==> src/rtl/register_bank.sv <==
// 32-entry flop-based register file: two combinational read ports with write bypass,
// one write port, and a hardwired-zero register.
module register_bank #(
   parameter int WIDTH    = 32,
   parameter int ZERO_REG = 31
) (
   input  logic                   clk,
   input  logic                   reset,
   input  logic                   RegWrite,
   input  logic [4:0]             WriteRegister,
   input  logic [WIDTH-1:0]       WriteData,
   input  logic [4:0]             ReadRegister1,
   input  logic [4:0]             ReadRegister2,
   output logic [WIDTH-1:0]       ReadData1,
   output logic [WIDTH-1:0]       ReadData2,
   output logic [31:0][WIDTH-1:0] regs
);

   localparam logic [4:0] ZERO_IDX = ZERO_REG[4:0];

   logic [31:0][WIDTH-1:0] mem;
   logic [31:0]            wr_en;
   logic                   bypass_ok;

   // One-hot write decode; the zero register never gets an enable.
   always_comb begin
      // NOTE: every always_comb output gets a default first, so no latch is inferred.
      wr_en = '0;
      if (RegWrite) begin
         wr_en[WriteRegister] = 1'b1;
      end
      wr_en[ZERO_IDX] = 1'b0;
   end

   always_ff @(posedge clk or posedge reset) begin
      if (reset) begin
         // NOTE: this bank is built from flops, so clearing it asynchronously is legal;
         // a RAM macro could not be cleared this way.
         mem <= '0;
      end else begin
         for (int i = 0; i < 32; i++) begin
            if (wr_en[i]) begin
               // NOTE: state is updated with non-blocking assignments only.
               mem[i] <= WriteData;
            end
         end
      end
   end

   assign regs      = mem;
   assign bypass_ok = RegWrite && !reset && (WriteRegister != ZERO_IDX);

   // Read ports: zero register and reset win, then same-cycle bypass, then storage.
   always_comb begin
      ReadData1 = '0;
      if (!reset && ReadRegister1 != ZERO_IDX) begin
         if (bypass_ok && ReadRegister1 == WriteRegister) begin
            ReadData1 = WriteData;
         end else begin
            ReadData1 = mem[ReadRegister1];
         end
      end
   end

   always_comb begin
      ReadData2 = '0;
      if (!reset && ReadRegister2 != ZERO_IDX) begin
         if (bypass_ok && ReadRegister2 == WriteRegister) begin
            ReadData2 = WriteData;
         end else begin
            ReadData2 = mem[ReadRegister2];
         end
      end
   end

endmodule

==> config.mk <==
export PLATFORM = sky130hd
export DESIGN_NAME = register_bank
export DESIGN_NICKNAME = d
export VERILOG_FILES = /design/src/rtl/register_bank.sv
export SDC_FILE = /design/constraint.sdc
export NUM_CORES = 2
export LEC_CHECK = 0
export CAP_MARGIN = 20
export CORE_AREA = 2 2 443 445
export DETAILED_ROUTE_END_ITERATION = 8
export DIE_AREA = 0 0 445 447
export HOLD_SLACK_MARGIN = 0.05
export PLACE_DENSITY = 0.61
export SKIP_CTS_REPAIR_TIMING = 1
export SYNTH_ARGS = -nofsm -noshare
export SYNTH_HDL_FRONTEND = slang
export SYNTH_SLANG_ARGS = --single-unit
==> constraint.sdc <==
create_clock -name clk -period 72.3 [get_ports clk]
set_input_delay 18.075 -clock clk [delete_from_list [all_inputs] [get_ports clk]]
set_output_delay 18.075 -clock clk [all_outputs]
set_load 0.005 [all_outputs]
## Yosys cells after proc, flatten, opt, wreduce, memory -nomap -nowiden

Index checks and enable logic that the tools add are counted.

- Bits in registers: 992
- Latch bits: 0
- RAM bits: 0
- Memory bits (read-only): 0
- Output and inout bits: 1088
- Memories: 0

- Add/subtract/negate cells: 0
- $mul: 0
- Div/mod/pow operators: 0
- Magnitude comparators: 4
- Equal/unequal tests: 5
- Shift-type cells: 0
- Mux-type cells: 11
- Bitwise logic cells: 0
- Reductions and logical operators: 8

Operators with widths:

| cell | count |
|---|---|
| 32-bit binary-select mux with 5-bit select | 2 |
| 32-bit 2-to-1 mux | 6 |
| 31-bit 2-to-1 mux | 1 |
| 5-bit by 6-bit < comparator with 1-bit output, second input constant | 3 |
| 5-bit != test, second input constant | 3 |
| 5-bit equality test | 2 |
| 1-bit logical AND | 7 |
| 1-bit demux with 5-bit select | 1 |
| 5-bit by 1-bit >= comparator with 1-bit output, second input constant | 1 |
| 1-bit zero test | 1 |
| 1-bit 2-to-1 mux | 1 |

## Longest topological paths before layout

- Depth after elaboration: 6
- Mapped depth: 9

## Least setup slack after synthesis

No wires, ideal clock.

- Path kind: input to output
- Start point: in reset
- End point: out ReadData2[10]
- Arrival: 41.243 ns
- Required time: 54.225 ns
- Path slack: 12.982 ns
- Stages on the path: 7
- Path through: inv_1 > o211a_1 > and4bb_4 > nand2b_4 > buf_6 > buf_2 > o31ai_1

- Longest elaborated chain between the ends: 6
- Elaborated cells between the ends (all ways): 7

RTL lines:

| element | line | text |
|---|---|---|
| start, declared | 8 | `input logic reset,` |
| 1-bit zero test * | 51, 67 |  |
| 1-bit logical AND (2 in series) | 51 | `assign bypass_ok = RegWrite && !reset && (WriteRegister != ZERO_IDX);` |
| 1-bit logical AND | 68 | `if (bypass_ok && ReadRegister2 == WriteRegister) begin` |
| 32-bit 2-to-1 mux | 68 |  |
| 32-bit 2-to-1 mux * | 67 | `if (!reset && ReadRegister2 != ZERO_IDX) begin` |
| end, declared | 15 | `output logic [WIDTH-1:0] ReadData2,` |

Every way passes the cells marked *; elsewhere a longest branch is shown, timed or not.

## Final worst setup path

- Start point: in ReadRegister2[0]
- End point: out ReadData2[8]

- Longest elaborated chain between the ends: 4
- Elaborated cells between the ends (all ways): 8

RTL lines:

| element | line | text |
|---|---|---|
| start, declared | 13 | `input logic [4:0] ReadRegister2,` |
| 32-bit binary-select mux with 5-bit select / 5-bit equality test (equally long branches) | 71, 68 |  |
| 32-bit 2-to-1 mux (implied by the code) / 1-bit logical AND (equally long branches) | 71, 68 |  |
| 32-bit 2-to-1 mux | 68 |  |
| 32-bit 2-to-1 mux * | 67 |  |

Every way passes the cells marked *; elsewhere a longest branch is shown, timed or not. The select of a mux whose other input is x is not followed.

==> metrics <==
Slew headroom=17.4%; Syn Std Cell Area=54200 µm²; Mapped Cells=3759; area leader, netlist=dfrtp_1; drt drc=0; RSZ-0062 raised after global routing=no; GRT Util Overall=31.2%; DRT Pass-1 Iters=6; Longest Clk Path Bufs=3; antenna violations before repair=31; worst skew pair latency=0.75 ns; CTS sink cnt=between 900 and 1000; Final Hold Slack=0.541 ns; Pleak=approximately 30 nW; CTS tree=yes; status=complete, no violations; initial core utilization=27.9%; total power=about 2.1 mW; top cells by area, synth=dfrtp_1, mux2_2, mux4_2; vias in the first global route=42725; Data arrival, critical path=23.01 ns; sequential area share after synthesis=between 40% and 50%; post-DP HPWL=227000 µm; Worst Tran Pin Value=1.24 ns; nets=4770; I/O pins=1138; global placement routability congestion=~0.94; Placed Area=67600 µm²; area delta synth->final=32.3%; first-pass GRT wire length=~420000 µm; die area=199000 µm²; Hold Crit Class=reg2reg; final worst-path cycle share=between 50 and 60%; Setup Skew=0 ns; number of synthesized flops with an enable pin=0; max FFs per register=992; library cells used by synthesis=63; Fmax=24.3 MHz; WP data required=54.22 ns; Die X=445 µm; Setup TNS=0 ns; chip height=447 µm; worst vdd ir=20.6 µV; Final min period=41.09 ns; syn_area_per_cell=14.4 µm²; CTS Root Cell=clkbuf_16; largest net degree at the start of global routing=173; H-tree Lvls=3; Post-synth ARST share=100%; YS warnings=0; Post-DRT Antenna Nets=0; clock slew seen by the registers of the worst setup and hold paths=0.06 ns; Setup CP Type=in2out; Core Area=194000 µm²; fin. max-slew vios=0; CP max FO=52; Final setup viols=0; Vias/cell=5.96; drt wl/cell=between 40 and 50 µm; total CTS buffers=between 100 and 150; Hold Vio Cnt, Final=0; commonest register cell after synthesis=dfrtp_1; max-cap viol count=0; port buffer count=1105; final instance area=slightly above 70000 µm²; Cell Pwr Density=29.6 nW/µm²; most frequent cells after synthesis=dfrtp_1, mux2_2, mux4_2; Critical Path End Type=output pin; initial DRC count=5009; total grt overflow=0; fraction of layout instances using a drive strength above 1=37.4%; Synth top area share=45.8%; num rows=162; synthesized flop and latch total=992; vias=roughly 44000; type of origin of the critical path=primary input; final WL=319000 µm; most common cell in the netlist=dfrtp_1
## stage by stage
stage | utilization (%) | instances | setup slack [ns]
floorplan | - | 3790 | 12.98
global placement | 34.8 | 7128 | 31.26
detailed placement | 34.8 | 7134 | 31.22
CTS | 36.9 | 7353 | 31.21
global route | 36.9 | 7364 | 31.01
finish | 37.0 | 7374 | 31.21
## final timing paths
check,from,endpoint,slack [ns],depth (start not counted)
worst min register to register,regs[656],regs[656],0.54,1
max in group asynchronous,reset,regs[866],51.52,6
min in group asynchronous,reset,regs[651],17.97,2
worst max register to register,regs[929],regs[929],71.14,1
worst min-delay path,regs[656],regs[656],0.54,1
worst max-delay path,ReadRegister2[0],ReadData2[8],31.21,10
## where the power goes
part	switching, mW	internal (mW)
clock network	0.263	0.363
logic	0.303	0.379
registers	0.151	0.664
total	0.716	1.41
## layout make-up
| cell class | count | area, µm² |
|---|---|---|
| flip-flops and latches | 992 | 24800 |
| multi-input cells | 2345 | 27500 |
| diodes | 13 | 32.5 |
| well taps | 2542 | 3180 |
| clock inverters | 45 | 520 |
| clock buffers | 174 | 3460 |
| inverters | 23 | 93.8 |
| repair buffers | 1240 | 12200 |
| fillers | 18592 | 122000 |
## kinds of logic (layout without fill, tap and decap cells)
kind of cell | count (synthesis) | after routing | synth area share, %
other | 1 | 45 | 0.00691
and+or+nand+nor | 257 | 257 | 2.29
AOI/OAI and AO/OA | 426 | 426 | 5.87
buffers and inverters | 453 | 1482 | 4.38
muxes | 1620 | 1620 | 41.5
xor gates and xnor gates | 10 | 10 | 0.162
DFF | 992 | 992 | 45.8
## cell usage in the layout (no fill, tap or decap), types with 12 or more instances in the layout
cell	n
inv_1	19
o211ai_1	24
dfrtp_1	992
o221a_2	14
conb_1	32
nand3_1	34
mux2_2	980
o2111ai_1	14
nand3b_1	12
a21oi_1	37
o2bb2ai_1	12
mux2_1	24
nand2_4	14
o31ai_1	15
clkbuf_1	26
mux4_2	403
buf_4	120
clkbuf_8	31
nor2_4	16
o221ai_1	28
clkbuf_16	118
a2bb2oi_1	16
o22ai_1	89
o21ai_0	33
clkdlybuf4s50_1	1091
a211o_1	28
o22a_1	30
diode_2	13
a22oi_1	39
clkinv_2	20
nand2_1	80
nor2_1	38
mux2i_1	213
## per-layer routing
metal | vias to the layer above | track usage [%] | routed length (µm)
met5 | - | 0.147 | 91
li1 | 16501 | - | -
met3 | 779 | 11.0 | 33400
met4 | 10 | 19.9 | 24500
met2 | 3039 | 45.2 | 136000
met1 | 23605 | 39.4 | 125000
## worst max-delay path, cell delays in order
cell and delay [ns]:
buf_8 0.49, buf_4 0.51, buf_4 0.70, buf_4 0.69, mux4_2 0.59, nor2_1 0.14, a21oi_1 0.08, nor2_1 0.67
o31ai_1 0.30, clkdlybuf4s50_1 0.52
Note: power is estimated with default switching activity, not from simulation.
